File: src/rtl/csr_file_pkg.sv
// rtl/csr_file_pkg.sv - CSR addresses, mstatus fields, cause codes and ID values shared by the CSR file
package csr_file_pkg;

    // Machine information registers (read-only space)
    localparam logic [11:0] CSR_MVENDORID = 12'hF11;
    localparam logic [11:0] CSR_MARCHID   = 12'hF12;
    localparam logic [11:0] CSR_MIMPID    = 12'hF13;
    localparam logic [11:0] CSR_MHARTID   = 12'hF14;

    // Machine trap setup / handling
    localparam logic [11:0] CSR_MSTATUS   = 12'h300;
    localparam logic [11:0] CSR_MTVEC     = 12'h305;
    localparam logic [11:0] CSR_MSCRATCH  = 12'h340;
    localparam logic [11:0] CSR_MEPC      = 12'h341;
    localparam logic [11:0] CSR_MCAUSE    = 12'h342;
    localparam logic [11:0] CSR_MTVAL     = 12'h343;

    // Counters and their user-level read-only shadows
    localparam logic [11:0] CSR_MCYCLE    = 12'hB00;
    localparam logic [11:0] CSR_MINSTRET  = 12'hB02;
    localparam logic [11:0] CSR_MCYCLEH   = 12'hB80;
    localparam logic [11:0] CSR_MINSTRETH = 12'hB82;
    localparam logic [11:0] CSR_CYCLE     = 12'hC00;
    localparam logic [11:0] CSR_INSTRET   = 12'hC02;
    localparam logic [11:0] CSR_CYCLEH    = 12'hC80;
    localparam logic [11:0] CSR_INSTRETH  = 12'hC82;

    // mstatus field positions
    localparam int MSTATUS_MIE_BIT  = 3;
    localparam int MSTATUS_MPIE_BIT = 7;
    localparam int MSTATUS_MPP_LSB  = 11;

    // Common synchronous exception codes
    localparam logic [4:0] MCAUSE_INSN_MISALIGNED = 5'd0;
    localparam logic [4:0] MCAUSE_ILLEGAL_INSN    = 5'd2;
    localparam logic [4:0] MCAUSE_BREAKPOINT      = 5'd3;
    localparam logic [4:0] MCAUSE_ECALL_M         = 5'd11;

    // Identification values
    localparam logic [31:0] VENDOR_ID = 32'h0000_0000;
    localparam logic [31:0] ARCH_ID   = 32'h0000_0000;
    localparam logic [31:0] IMPL_ID   = 32'h0000_0001;

    typedef enum logic [1:0] {
        WR_NONE  = 2'b00,
        WR_WRITE = 2'b01,
        WR_SET   = 2'b10,
        WR_CLEAR = 2'b11
    } csr_wr_mode_e;

    // Read-modify-write result for a CSR access; callers truncate to XLEN
    function automatic logic [63:0] csr_modify(input csr_wr_mode_e mode,
                                               input logic [63:0] old_v,
                                               input logic [63:0] data);
        case (mode)
            WR_WRITE: csr_modify = data;
            WR_SET:   csr_modify = old_v | data;
            WR_CLEAR: csr_modify = old_v & ~data;
            default:  csr_modify = old_v;
        endcase
    endfunction

endpackage

File: src/rtl/csr_counter.sv
// rtl/csr_counter.sv - 64-bit event counter with per-half write, built only when RV_CSR_COUNTERS_EN is defined
`ifdef RV_CSR_COUNTERS_EN
module csr_counter (
    input  logic        clk_i,
    input  logic        reset_i,
    input  logic        clk_en_i,
    input  logic        inc_i,
    input  logic        wr_lo_i,
    input  logic        wr_hi_i,
    input  logic [63:0] wr_data_i,
    output logic [63:0] count_o
);

    logic [63:0] r_count;

    // A write to either half takes precedence and suppresses that cycle's increment
    always_ff @(posedge clk_i) begin
        if (reset_i) begin
            r_count <= '0;
        end else if (clk_en_i) begin
            if (wr_lo_i || wr_hi_i) begin
                if (wr_lo_i) r_count[31:0]  <= wr_data_i[31:0];
                if (wr_hi_i) r_count[63:32] <= wr_data_i[63:32];
            end else if (inc_i) begin
                r_count <= r_count + 64'd1;
            end
        end
    end

    assign count_o = r_count;

endmodule
`endif

File: src/rtl/csr_file.sv
// rtl/csr_file.sv - machine-mode CSR file with trap entry/return; counters under RV_CSR_COUNTERS_EN
module csr_file
    import csr_file_pkg::*;
#(
    parameter int              XLEN         = 32,
    parameter logic [XLEN-1:0] RESET_VECTOR = '0,
    parameter int unsigned     HART_ID      = 0
) (
    input  logic            clk_i,
    input  logic            reset_i,
    input  logic            clk_en_i,
    input  logic            rd_i,
    input  logic [11:0]     rd_addr_i,
    output logic [XLEN-1:0] rd_data_o,
    output logic            rd_illegal_rd_o,
    output logic            rd_illegal_wr_o,
    input  logic            wr_i,
    input  logic [1:0]      wr_mode_i,
    input  logic [11:0]     wr_addr_i,
    input  logic [XLEN-1:0] wr_data_i,
    input  logic            excp_i,
    input  logic [4:0]      excp_cause_i,
    input  logic [XLEN-1:0] excp_pc_i,
    input  logic [XLEN-1:0] excp_tval_i,
    input  logic            mret_i,
    input  logic            retire_i,
    output logic [XLEN-1:0] trap_vec_o,
    output logic [XLEN-1:0] mepc_o,
    output logic            mie_o,
    output logic [1:0]      hpl_o
);

    localparam logic [XLEN-1:0] ALIGN_MASK = ~XLEN'(3);

    logic            r_mie;
    logic            r_mpie;
    logic [XLEN-1:0] r_mtvec;
    logic [XLEN-1:0] r_mscratch;
    logic [XLEN-1:0] r_mepc;
    logic            r_mcause_int;
    logic [4:0]      r_mcause_code;
    logic [XLEN-1:0] r_mtval;
    logic [XLEN-1:0] r_rd_data;

    logic            w_rd_impl;
    logic [XLEN-1:0] w_rd_val;
    logic            w_wr_impl;
    logic [XLEN-1:0] w_wr_old;
    logic [XLEN-1:0] w_wr_new;
    logic            w_wr_commit;

`ifdef RV_CSR_COUNTERS_EN
    logic [63:0] w_mcycle;
    logic [63:0] w_minstret;
    logic        w_cnt_wr;
    logic [63:0] w_cnt_wdata;
`else
    logic        w_unused_retire;
    assign w_unused_retire = retire_i;
`endif

    // Address decode shared by the read port and the write port's old-value lookup
    function automatic logic [XLEN:0] csr_lookup(input logic [11:0] addr);
        logic            impl;
        logic [XLEN-1:0] d;
        impl = 1'b1;
        d    = '0;
        case (addr)
            CSR_MVENDORID: d = XLEN'(VENDOR_ID);
            CSR_MARCHID:   d = XLEN'(ARCH_ID);
            CSR_MIMPID:    d = XLEN'(IMPL_ID);
            CSR_MHARTID:   d = XLEN'(HART_ID);
            CSR_MSTATUS: begin
                d[MSTATUS_MIE_BIT]                    = r_mie;
                d[MSTATUS_MPIE_BIT]                   = r_mpie;
                d[MSTATUS_MPP_LSB+1:MSTATUS_MPP_LSB]  = 2'b11;
            end
            CSR_MTVEC:     d = r_mtvec;
            CSR_MSCRATCH:  d = r_mscratch;
            CSR_MEPC:      d = r_mepc;
            CSR_MCAUSE: begin
                d[XLEN-1] = r_mcause_int;
                d[4:0]    = r_mcause_code;
            end
            CSR_MTVAL:     d = r_mtval;
`ifdef RV_CSR_COUNTERS_EN
            CSR_MCYCLE, CSR_CYCLE:     d = w_mcycle[XLEN-1:0];
            CSR_MINSTRET, CSR_INSTRET: d = w_minstret[XLEN-1:0];
            CSR_MCYCLEH, CSR_CYCLEH: begin
                impl = (XLEN == 32);
                if (XLEN == 32) d = XLEN'(w_mcycle[63:32]);
            end
            CSR_MINSTRETH, CSR_INSTRETH: begin
                impl = (XLEN == 32);
                if (XLEN == 32) d = XLEN'(w_minstret[63:32]);
            end
`endif
            default: impl = 1'b0;
        endcase
        csr_lookup = {impl, d};
    endfunction

    // Read-side decode and illegal-access flags
    always_comb begin
        {w_rd_impl, w_rd_val} = csr_lookup(rd_addr_i);
        rd_illegal_rd_o       = ~w_rd_impl;
        rd_illegal_wr_o       = ~w_rd_impl | (rd_addr_i[11:10] == 2'b11);
    end

    // Write-side old value, modified value and commit qualification
    always_comb begin
        {w_wr_impl, w_wr_old} = csr_lookup(wr_addr_i);
        w_wr_new    = XLEN'(csr_modify(csr_wr_mode_e'(wr_mode_i), 64'(w_wr_old), 64'(wr_data_i)));
        w_wr_commit = wr_i & clk_en_i & (wr_mode_i != WR_NONE) & w_wr_impl
                    & (wr_addr_i[11:10] != 2'b11);
    end

    // Architectural state: reset first, then trap entry > mret > CSR write
    always_ff @(posedge clk_i) begin
        if (reset_i) begin
            r_mie         <= 1'b0;
            r_mpie        <= 1'b0;
            r_mtvec       <= RESET_VECTOR & ALIGN_MASK;
            r_mscratch    <= '0;
            r_mepc        <= '0;
            r_mcause_int  <= 1'b0;
            r_mcause_code <= '0;
            r_mtval       <= '0;
            r_rd_data     <= '0;
        end else if (clk_en_i) begin
            if (rd_i) r_rd_data <= w_rd_val;
            if (excp_i) begin
                r_mepc        <= excp_pc_i & ALIGN_MASK;
                r_mcause_int  <= 1'b0;
                r_mcause_code <= excp_cause_i;
                r_mtval       <= excp_tval_i;
                r_mpie        <= r_mie;
                r_mie         <= 1'b0;
            end else if (mret_i) begin
                r_mie  <= r_mpie;
                r_mpie <= 1'b1;
            end else if (w_wr_commit) begin
                case (wr_addr_i)
                    CSR_MSTATUS: begin
                        r_mie  <= w_wr_new[MSTATUS_MIE_BIT];
                        r_mpie <= w_wr_new[MSTATUS_MPIE_BIT];
                    end
                    CSR_MTVEC:    r_mtvec    <= w_wr_new & ALIGN_MASK;
                    CSR_MSCRATCH: r_mscratch <= w_wr_new;
                    CSR_MEPC:     r_mepc     <= w_wr_new & ALIGN_MASK;
                    CSR_MCAUSE: begin
                        r_mcause_int  <= w_wr_new[XLEN-1];
                        r_mcause_code <= w_wr_new[4:0];
                    end
                    CSR_MTVAL:    r_mtval    <= w_wr_new;
                    default: ;
                endcase
            end
        end
    end

`ifdef RV_CSR_COUNTERS_EN
    // Counter writes lose to trap entry and mret like every other CSR write
    assign w_cnt_wr    = w_wr_commit & ~excp_i & ~mret_i;
    assign w_cnt_wdata = {w_wr_new[XLEN-1 -: 32], w_wr_new[31:0]};

    csr_counter u_mcycle (
        .clk_i     (clk_i),
        .reset_i   (reset_i),
        .clk_en_i  (clk_en_i),
        .inc_i     (1'b1),
        .wr_lo_i   (w_cnt_wr & (wr_addr_i == CSR_MCYCLE)),
        .wr_hi_i   (w_cnt_wr & ((wr_addr_i == CSR_MCYCLEH) |
                               ((XLEN == 64) & (wr_addr_i == CSR_MCYCLE)))),
        .wr_data_i (w_cnt_wdata),
        .count_o   (w_mcycle)
    );

    csr_counter u_minstret (
        .clk_i     (clk_i),
        .reset_i   (reset_i),
        .clk_en_i  (clk_en_i),
        .inc_i     (retire_i),
        .wr_lo_i   (w_cnt_wr & (wr_addr_i == CSR_MINSTRET)),
        .wr_hi_i   (w_cnt_wr & ((wr_addr_i == CSR_MINSTRETH) |
                               ((XLEN == 64) & (wr_addr_i == CSR_MINSTRET)))),
        .wr_data_i (w_cnt_wdata),
        .count_o   (w_minstret)
    );
`endif

    assign rd_data_o  = r_rd_data;
    assign trap_vec_o = {r_mtvec[XLEN-1:2], 2'b00};
    assign mepc_o     = r_mepc;
    assign mie_o      = r_mie;
    assign hpl_o      = 2'b11;

endmodule
File: config.mk
export PLATFORM = sky130hd
export DESIGN_NAME = csr_file
export DESIGN_NICKNAME = d
export VERILOG_FILES = /design/src/rtl/csr_file_pkg.sv /design/src/rtl/csr_counter.sv /design/src/rtl/csr_file.sv
export SDC_FILE = /design/constraint.sdc
export NUM_CORES = 1
export LEC_CHECK = 0
export BUFFER_PORTS_ARGS = -buffer_cell sky130_fd_sc_hd__buf_2
export CAP_MARGIN = 20
export CELL_PAD_IN_SITES_DETAIL_PLACEMENT = 1
export CELL_PAD_IN_SITES_GLOBAL_PLACEMENT = 2
export CORE_MARGIN = 2
export CORE_UTILIZATION = 32
export CTS_BUF_LIST = sky130_fd_sc_hd__clkbuf_4 sky130_fd_sc_hd__clkbuf_8
export DETAILED_ROUTE_END_ITERATION = 6
export GPL_TIMING_DRIVEN = 0
export PLACE_DENSITY = 0.93
export SYNTH_ARGS = -nofsm -noshare
export SYNTH_HDL_FRONTEND = slang
export SYNTH_SLANG_ARGS = --single-unit
export TNS_END_PERCENT = 5
File: constraint.sdc
create_clock -name clk_i -period 2.2 [get_ports clk_i]
set_clock_uncertainty 0.1 [all_clocks]
set_input_delay 0.11 -clock clk_i [delete_from_list [all_inputs] [get_ports clk_i]]
set_output_delay 0.11 -clock clk_i [all_outputs]
set_load 0.005 [all_outputs]
==> results.md, run 1 <==
* input pin to flip-flop — class of the most critical setup path
* 0.237 — Slew headroom
* sky130_fd_sc_hd__buf_2 — most common cell after layout, fill and taps aside
* 63 — cell row count
* 29.9% — Syn-to-layout area delta
* 4 — htree depth
* 436 MHz — fmax
* 9500 um2 — area of the mapped netlist
* 10 — count of final setup violators
* 0 — number of failing hold endpoints at the final stage
* 0.176 — relative contribution of combinational cells to total power
* met5 — top routing layer used
* 164 — register bit total from synthesis
* yes — clock tree from TritonCTS
* 24.4 um — average wire per standard cell
* 17 — largest net degree at the start of global routing
* -694 ps — worst slack after detailed placement
* 4000 um — wire length on met3
* 0.315 — Sw Share
* input pin — Worst setup SP type
* 5 — depth of the most critical reg-to-reg path
* input pin to flip-flop — path type of the worst min-delay path
* r_mtvec[17] — Worst Hold End
* 19,100 um — wire length on met1
* 110 ps — Clk pin slew, worst setup/hold paths
* 0 — Residual DRC
* 0.323 — starting density of the core
* 2 — buffer levels on the longest clock path
* 2550 ps — critical path data required time
* 225 — Port Buffers
* -772 ps — post-route setup TNS
* 0 — number of maximum-capacitance violations
* 2640 ps — arrival time at the worst endpoint
* sky130_fd_sc_hd__clkbuf_8 — clock root buffer
* 12,300 um2 — design area
* 0.917 — last weighted congestion value of the routability-driven placer
* 3280 um2 — register cell area after layout
* 5 — Cells on Worst Hold Path
* 31,100 um2 — Die ar.
* 6 — router iterations before antenna repair
* wr_data_i[17] — worst min-delay path startpoint
* 6890 uW — total power of the final layout
* 2290 ps — Period minus WS final
* 0 — total congestion overflow after global routing
* 33,900 um — DP HPWL
* 30 ps — FF-to-FF setup slack
* 176 um — vertical extent of the die
* 1130 ps — Worst Max-Slew Pin Slew
* 176 um — Die X-Extent
* 3,598 — number of fillers in the final layout
* 21,100 um — DR WL met2
* 1,007 — initial drt markers
* 0 — final antenna-violating net count
* 5.89 — detail-routed via count per cell
* 11,100 um2 — post-place instance area
* 68,600 um — first-pass GRT wire length
* 0.455 — sequential share of power
* 0.213 — ratio of cells with drive above 1 in the final layout
* 558 nW/um2 — Pwr Density
* 4720 uW — Internal
* 5600 um2 — multi-input logic area
* 29,400 um2 — floorplan core area
* 0 — asr flop ratio synth
* 245 x sky130_fd_sc_hd__buf_2, 163 x sky130_fd_sc_hd__dfxtp_1, 135 x sky130_fd_sc_hd__nand2_1 — most frequent cells in the layout
* -94.5 ps — final setup margin
* complete, but fails checks — outcome
* 164 — clock sinks
* 0 — number of flops mapped to enable cells by yosys
* 10 — maximum fanout count along the critical path
* 17 — number of buffers inserted during clock tree synthesis
* sky130_fd_sc_hd__dfxtp_1 — Synth Flop Type
* 0.295 — overall track demand over capacity in global routing
* 46,500 um — final WL
* 0.346 — share of synthesized area occupied by flip-flops and latches
* 0 — total count of max-transition violations in the final report
* setup timing — failing checks
* 0.370 — Clock Power Share
* 70 — library cells used by synthesis
* 6 — number of antenna violations at the first check in global routing
* r_mtvec[11] — reg2reg start
* 11,212 — total via count in the routed design
* 2170 uW — net load switching power
* flip-flop — kind of capture point of the worst setup path
* 236 — count of boundary I/O pins
* 0.00506 uW — leakage component of the power
* 1,631 — # nets final
* 510 ps — worst skew pair latency
* 0.406 mV — worst IR drop on VDD
* 1,176 — gate count after technology mapping
* 1.04 — Period Utilization, post-route
* 8.08 um2 — post-synthesis area per instance
* yes — RSZ-0062 raised after global routing
* 11,174 — number of global-route vias before repair
* 0 — count of warnings emitted by yosys
* r_mtval[11] — worst flop-to-flop path endpoint
## worst max-delay path, cell delays in order
cell and delay (ps):
sky130_fd_sc_hd__buf_2 180, sky130_fd_sc_hd__o211ai_1 310, sky130_fd_sc_hd__a211oi_1 160, sky130_fd_sc_hd__a31o_2 310, sky130_fd_sc_hd__a21oi_2 590, sky130_fd_sc_hd__clkbuf_1 710
sky130_fd_sc_hd__a22o_1 250
## routing by layer
metal  global-route usage  vias to the layer above
met4                0.160                        6
met3               0.0519                      128
met2                0.461                      657
met1                0.386                     5473
met5                    0                        -
li1                     -                     4948
## area by class of cell
class,count,area share
multi-input cells,853,0.453
clock buffers,18,0.0201
inverters,54,0.0164
well taps,390,0.0395
flip-flops and latches,164,0.266
plain buffers,108,0.0385
repair buffers,298,0.150
clock inverters,14,0.0152
diodes,3,0.000608
## timing repair
action	in CTS	in global routing
gates resized for setup	9	17
hold buffers	72	0
hold endpoints to repair	73	0
pin swaps	1	2
setup endpoints to repair	53	56
buffers inserted	1	0
## per-stage QoR
step                 util  hold slack [ps]  cells
floorplan               -              165   1180
global placement    0.379              271   1795
detailed placement  0.379              289   1795
CTS                 0.419             13.2   1899
global route        0.420             23.8   1902
finish              0.420             25.9   1902
## Yosys cell counts, drive strengths merged (12+ instances only)
master | number | area, um2
or3 | 26 | 163
nor2b | 28 | 175
a222oi | 26 | 260
o21ai | 83 | 415
inv | 54 | 203
buf | 31 | 168
clkbuf | 78 | 293
a22o | 98 | 858
nor3 | 13 | 65.1
xnor2 | 30 | 263
dfxtp | 164 | 3280
mux2i | 35 | 350
nand2b | 33 | 206
a21oi | 97 | 493
nand2 | 135 | 507
nor2 | 59 | 221
a22oi | 29 | 218
a211oi | 35 | 263
nand3 | 12 | 60.1
## sequential cells by signal, summed over array words and instances (netlist names)
register,cells
r_mtval,32
r_mscratch,32
r_mtvec,30
rd_data_o,32
r_mcause_code,5
r_mpie,1
mepc_o,30
mie_o,1
r_mcause_int,1
## power groups by stage
stage               registers [uW]  clock network (uW)  logic, uW
global route                  3140                2640       1290
finish                        3130                2550       1210
CTS                           3130                2530       1180
floorplan                     3170                   0        587
detailed placement            3200                   0       1070
global placement              3190                   0       1050
## cells by family (layout without fill, tap and decap cells)
logic type                Yosys count  in the layout  share of synthesized area
DFF                               164            164                      0.346
other                               2              9                   0.000790
xor gates and xnor gates           32             32                     0.0295
buffers and inverters             163            492                     0.0698
and+or+nand+nor                   359            359                      0.195
AOI/OAI and AO/OA                 412            412                      0.304
muxes                              44             44                     0.0558
## worst max-delay path by stage
| stage | startpoint | to | slack, ps |
|---|---|---|---|
| after floorplan | wr_addr_i[3] | mepc_o[11] | 280 |
| after global placement | wr_addr_i[0] | mepc_o[23] | -730 |
| after detailed placement | wr_addr_i[0] | mepc_o[24] | -690 |
| after CTS | rd_addr_i[0] | rd_illegal_wr_o | 3 |
| after global routing | wr_mode_i[1] | r_mtval[12] | -90 |
| final | wr_mode_i[1] | r_mtval[27] | -90 |
(Power assumes the default switching activity.)
==> run 2: changes to the inputs <==
--- a/config.mk
+++ b/config.mk
@@ -10,11 +10,11 @@
 export CELL_PAD_IN_SITES_DETAIL_PLACEMENT = 1
 export CELL_PAD_IN_SITES_GLOBAL_PLACEMENT = 2
 export CORE_MARGIN = 2
-export CORE_UTILIZATION = 32
+export CORE_UTILIZATION = 34
 export CTS_BUF_LIST = sky130_fd_sc_hd__clkbuf_4 sky130_fd_sc_hd__clkbuf_8
 export DETAILED_ROUTE_END_ITERATION = 6
 export GPL_TIMING_DRIVEN = 0
-export PLACE_DENSITY = 0.93
+export PLACE_DENSITY = 0.95
 export SYNTH_ARGS = -nofsm -noshare
 export SYNTH_HDL_FRONTEND = slang
 export SYNTH_SLANG_ARGS = --single-unit
==> constraint.sdc (replaced) <==
create_clock -name clk_i -period 3 [get_ports clk_i]
set_clock_uncertainty 0.1 [all_clocks]
set_input_delay 0.15 -clock clk_i [delete_from_list [all_inputs] [get_ports clk_i]]
set_output_delay 0.15 -clock clk_i [all_outputs]
set_load 0.005 [all_outputs]
==> run 2 against run 1 <==
Compared with the run above: largest power group unchanged; routed wire length is 0.72% lower; global-route usage rose by 1.5 points; first-iteration DRC count up 22%; the flow now finishes without violations; largest cell class unchanged; register-to-register slack gained 760 ps; via count fell by 0.18%; sequential share of layout area increased by 0.36 points; critical endpoint is now rd_illegal_wr_o.
==> results.md, run 2 (synthesis gave the netlist of run 1 again) <==
* 0 — Residual DRC, unchanged
* 1,783 — placed insts, -0.67%
* 29,300 um2 — Die ar., -5.8%
* finished, final reports clean — outcome
* sky130_fd_sc_hd__buf_2 — most common cell after layout, fill and taps aside
* 1070 ps — Worst Max-Slew Pin Slew, -55.6 ps
* output port — kind of capture point of the worst setup path
* 10 — maximum fanout count along the critical path, unchanged
* 27,600 um2 — floorplan core area, -6.0%
* 490 ps — worst skew pair latency, -20 ps
* input pin to output port — class of the most critical setup path
* 2750 ps — critical path data required time, +200 ps
* 236 — count of boundary I/O pins, unchanged
* input pin — Worst setup SP type
* 1,224 — initial drt markers, +22%
* 790 ps — FF-to-FF setup slack, +760 ps
* 1,876 — final standard cell count with taps included and fillers excluded, -1.4%
* sky130_fd_sc_hd__clkbuf_8 — clock root buffer
* r_mtval[7] — worst flop-to-flop path endpoint
* 0.344 — starting density of the core, +0.0207
* 1,620 — # nets final, -0.67%
* 11,192 — total via count in the routed design, -0.18%
* 6 — depth of the most critical reg-to-reg path, +1
* 354 MHz — fmax
* no — RSZ-0062 raised after global routing
* 0 — ant diodes, -3
* excp_tval_i[20] — worst min-delay path startpoint
* input pin to flip-flop — path type of the worst min-delay path
* 4 — htree depth, unchanged
* r_mtval[20] — Worst Hold End
* 17 — largest net degree at the start of global routing, unchanged
* sky130_fd_sc_hd__nor2_1 — cell with the largest stage delay on the worst path
* 171 um — vertical extent of the die, -2.9%
* 60 — CTS hold repair buffers, -17%
* 0 — final antenna-violating net count, unchanged
* 0.204 — ratio of cells with drive above 1 in the final layout, -0.00845
* buf_2, nor2_1, clkbuf_1, nand4_1, a21o_1, a211oi_1, o31ai_1, buf_2 — CP cell instances
* 0 — total count of max-transition violations in the final report, unchanged
* 24.6 um — average wire per standard cell, +0.66%
* 0 — postcts setup bufs, -1
* 2820 ps — Period minus WS final
* yes — clock tree from TritonCTS
* 0 ps — post-route setup TNS, +772 ps
* 46,200 um — final WL, -0.72%
* 245 x sky130_fd_sc_hd__buf_2, 164 x sky130_fd_sc_hd__dfxtp_1, 135 x sky130_fd_sc_hd__nand2_1 — most frequent cells in the layout
* 2570 ps — arrival time at the worst endpoint, -70 ps
* 0.310 — overall track demand over capacity in global routing, +0.0151
* 17 — number of buffers inserted during clock tree synthesis, unchanged
* 164 — clock sinks, unchanged
* 0 — number of maximum-capacitance violations, unchanged
* 0 — cts repair resizes, -9
* 11,100 um2 — post-place instance area, -0.13%
* 33,400 um — DP HPWL, -1.3%
* 0.274 — Slew headroom, +0.0376
* 0.941 — Period Utilization, post-route
* mepc_o[7] — reg2reg start
* 0 — number of antenna violations at the first check in global routing, -6
* 780 ps — Critical Path Max Stage Delay, +70 ps
* 2 — buffer levels on the longest clock path, unchanged
* 4 — Cells on Worst Hold Path, -1
* 5080 uW — total power of the final layout, -26%
* 100 ps — Clk pin slew, worst setup/hold paths, about the same
* 0.248 mV — worst IR drop on VDD, -39%
* 12,200 um2 — design area, -1.4%
* 28.1% — Syn-to-layout area delta
* 67,500 um — first-pass GRT wire length, -1.7%
* 0 — number of failing hold endpoints at the final stage, unchanged
* 61 — cell row count, -3.2%
* 0 — count of final setup violators, -10
* 0 — total congestion overflow after global routing, unchanged
* 11,123 — number of global-route vias before repair, -0.46%
* 7 — router iterations before antenna repair, +1
* 0.952 — last weighted congestion value of the routability-driven placer, +3.8%
* sky130_fd_sc_hd__buf_2 — most common cell type on the critical path
* 225 — Port Buffers, unchanged
* 5.97 — detail-routed via count per cell, +1.2%
* 171 um — Die X-Extent, -2.9%
* 0.00499 uW — leakage component of the power, -1.3%
* 417 nW/um2 — Pwr Density, -25%
-- run 2: layout make-up --
class	instances	area, um2
Multi-Input combinational cell	853	5570
Inverter	54	203
Fill cell	3469	15500
Clock inverter	13	194
Clock buffer	19	249
Sequential cell	164	3280
Buffer	109	460
Timing Repair Buffer	286	1740
Tap cell	378	473
-- run 2: how the worst max path moves through the flow --
stage	start	end	slack (ps)
2_1_floorplan	wr_addr_i[3]	mepc_o[11]	1040
3_5_place_dp	wr_addr_i[0]	mepc_o[22]	10
6_report	rd_addr_i[1]	rd_illegal_wr_o	180
5_1_grt	rd_addr_i[1]	rd_illegal_wr_o	10
4_1_cts	rd_addr_i[1]	rd_illegal_wr_o	200
3_3_place_gp	wr_addr_i[0]	mepc_o[23]	80
-- run 2: per-layer routing --
layer | vias to the layer above | wire length, um | share of wire | global-route usage
met4 | 0 | 1990 | 0.043 | 0.145
met1 | 5508 | 19100 | 0.41 | 0.401
met5 | - | 0 | 0 | 0
li1 | 4924 | - | - | -
met2 | 658 | 20900 | 0.45 | 0.498
met3 | 102 | 4130 | 0.090 | 0.0601
-- run 2: through the flow --
step | worst slack, ps | hold WS, ps | util
2_1_floorplan | 1040 | 205 | -
3_3_place_gp | 76.2 | 314 | 0.402
3_5_place_dp | 11.4 | 314 | 0.402
4_1_cts | 196 | 2.99 | 0.440
5_1_grt | 14.6 | 19.6 | 0.441
6_report | 178 | 13.6 | 0.441
-- run 2: where the power goes --
part	total, uW	leakage (uW)	internal [uW]	switching, uW
Clock	1910	0.000229	943	963
Sequential	2300	0.00133	2230	62.8
Combinational	873	0.00343	346	527
-- run 2: critical path: cells and delay by family --
kind                   cells  cell delay [ps]
and+or+nand+nor            2              950
buffers and inverters      3              910
AOI/OAI and AO/OA          3              560
==> run 3: changes to the inputs <==
--- a/config.mk
+++ b/config.mk
@@ -15,6 +15,7 @@
 export DETAILED_ROUTE_END_ITERATION = 6
 export GPL_TIMING_DRIVEN = 0
 export PLACE_DENSITY = 0.95
+export SETUP_SLACK_MARGIN = 0.4
 export SYNTH_ARGS = -nofsm -noshare
 export SYNTH_HDL_FRONTEND = slang
 export SYNTH_SLANG_ARGS = --single-unit
==> run 3 against run 2 <==
Compared with the run above: combinational power about the same; worst hold slack lost 5.7 ps; routed wire length hardly changed; non-clock buffer count is the same; total power up 0.11%; cell count is the same; critical path type is now input pin to flip-flop; largest power group unchanged.
==> results.md, run 3 (synthesis gave the netlist of run 1 again) <==
* 0.401 — global-route met1 utilization, unchanged
* 225 — Port Buffers, unchanged
* 7.93 ps — worst hold slack after final layout, -5.66 ps
* 245 x sky130_fd_sc_hd__buf_2, 164 x sky130_fd_sc_hd__dfxtp_1, 135 x sky130_fd_sc_hd__nand2_1 — most frequent cells in the layout
* wr_data_i[1] — worst min-delay path startpoint
* 171 um — Die X-Extent, unchanged
* 29,300 um2 — Die ar., unchanged
* 24.6 um — average wire per standard cell, about the same
* 11,128 — number of global-route vias before repair, +0.045%
* 0.498 — met2 usage, +0.000701
* 11,163 — total via count in the routed design, -0.26%
* 770 ps — FF-to-FF setup slack, -20 ps
* 3340 ps — critical path data required time, +590 ps
* 490 ps — worst skew pair latency, about the same
* input pin to flip-flop — class of the most critical setup path
* 0.952 — last weighted congestion value of the routability-driven placer, unchanged
* 61 — cell row count, unchanged
* mepc_o[7] — reg2reg start
* finished, final reports clean — outcome
* 0 — Residual DRC, unchanged
* 2 — buffer levels on the longest clock path, unchanged
* 5570 um2 — multi-input logic area, about the same
* input pin to flip-flop — path type of the worst min-delay path
* 417 nW/um2 — Pwr Density, about the same
* sky130_fd_sc_hd__clkbuf_8 — clock root buffer
* 46,200 um — final WL, about the same
* 236 — count of boundary I/O pins, unchanged
* 28.2% — Syn-to-layout area delta, about the same
* 0 ps — post-route setup TNS, unchanged
* 3,470 — number of fillers in the final layout, +0.029%
* 0.863 — Period Utilization, post-route, -0.0777
* 0.206 — ratio of cells with drive above 1 in the final layout, +0.00134
* 0.00499 uW — leakage component of the power, about the same
* 0 — number of failing hold endpoints at the final stage, unchanged
* 0.0601 — M3 GR Usage, unchanged
* 5.95 — detail-routed via count per cell, -0.26%
* yes — clock tree from TritonCTS
* 11,100 um2 — post-place instance area, unchanged
* flip-flop — kind of capture point of the worst setup path
* 2590 ps — Period minus WS final, -233 ps
* 0 — final antenna-violating net count, unchanged
* 0 — total count of max-transition violations in the final report, unchanged
* 4 — htree depth, unchanged
* 10 — maximum fanout count along the critical path, unchanged
* no — RSZ-0062 raised after global routing
* 2930 ps — arrival time at the worst endpoint, +360 ps
* 0 — count of final setup violators, unchanged
* input pin — Worst setup SP type
* r_mscratch[1] — Worst Hold End
* 1,252 — initial drt markers, +2.3%
* 164 — clock sinks, unchanged
* 171 um — vertical extent of the die, unchanged
* 0 — number of antenna violations at the first check in global routing, unchanged
* 3280 um2 — register cell area after layout, unchanged
* 17 — largest net degree at the start of global routing, unchanged
* 0 — number of maximum-capacitance violations, unchanged
* 27,600 um2 — floorplan core area, unchanged
* 1070 ps — Worst Max-Slew Pin Slew, -5.16 ps
* 6 — depth of the most critical reg-to-reg path, unchanged
* 0.278 — Slew headroom, +0.00349
* r_mtval[7] — worst flop-to-flop path endpoint
* 5080 uW — total power of the final layout, +0.11%
* 6 — router iterations before antenna repair, -1
* 17 — number of buffers inserted during clock tree synthesis, unchanged
* 1,620 — # nets final, unchanged
* 33,400 um — DP HPWL, unchanged
* 100 ps — Clk pin slew, worst setup/hold paths, about the same
* 0 — total congestion overflow after global routing, unchanged
* 0 — ant diodes, unchanged
* 12,200 um2 — design area, about the same
* 5 — Cells on Worst Hold Path, +1
* 67,500 um — first-pass GRT wire length, about the same
* 0.246 mV — worst IR drop on VDD, -0.55%
* met2 — busiest layer in global routing
* 386 MHz — fmax, +9.0%
* sky130_fd_sc_hd__buf_2 — most common cell after layout, fill and taps aside
* 0.344 — starting density of the core, unchanged
* 0.310 — overall track demand over capacity in global routing, about the same
## run 3: area by class of cell
class	instances	area share
plain buffers	109	0.0379
clock buffers	19	0.0204
clock inverters	13	0.0159
inverters	54	0.0166
multi-input cells	853	0.458
flip-flops and latches	164	0.270
well taps	378	0.0388
repair buffers	286	0.143
## run 3: worst max path at each step
| stage | start | to |
|---|---|---|
| 2_1_floorplan | wr_addr_i[3] | mepc_o[11] |
| 3_3_place_gp | wr_addr_i[0] | mepc_o[23] |
| 3_5_place_dp | wr_addr_i[0] | mepc_o[22] |
| 4_1_cts | rd_addr_i[1] | rd_illegal_wr_o |
| 6_report | wr_addr_i[0] | mepc_o[22] |
| 5_1_grt | wr_addr_i[0] | mepc_o[28] |
## run 3: per-layer routing
layer	routed length, um	up-vias
li1	-	4925
met1	19000	5492
met2	20900	637
met3	4240	109
met4	2040	0
met5	0	-
## run 3: metrics by stage
| stage | setup WS (ps) | cells | util |
|---|---|---|---|
| after global routing | 420 | 1876 | 0.441 |
| after global placement | 76.2 | 1783 | 0.402 |
| after detailed placement | 11.4 | 1783 | 0.402 |
| after CTS | 463 | 1875 | 0.440 |
| final | 412 | 1876 | 0.441 |
| after floorplan | 1040 | 1180 | - |
## run 3: worst max-delay path, stage by stage
cell	delay, ps
sky130_fd_sc_hd__buf_2	150
sky130_fd_sc_hd__buf_2	210
sky130_fd_sc_hd__buf_2	250
sky130_fd_sc_hd__inv_1	180
sky130_fd_sc_hd__nor2_1	100
sky130_fd_sc_hd__a31o_2	270
sky130_fd_sc_hd__a21oi_2	610
sky130_fd_sc_hd__clkbuf_1	720
sky130_fd_sc_hd__a22o_1	270
## run 3: power breakdown
group / switching, uW / internal, uW
clock network: 968 / 943
registers: 63.4 / 2230
logic: 526 / 346
total: 1560 / 3520
## run 3: timing repair
action,in CTS,in global routing
buffers inserted,0,0
hold buffers,60,0
hold endpoints to repair,61,0
gates cloned,0,0
gates resized for setup,1,2
setup endpoints to repair,2,2
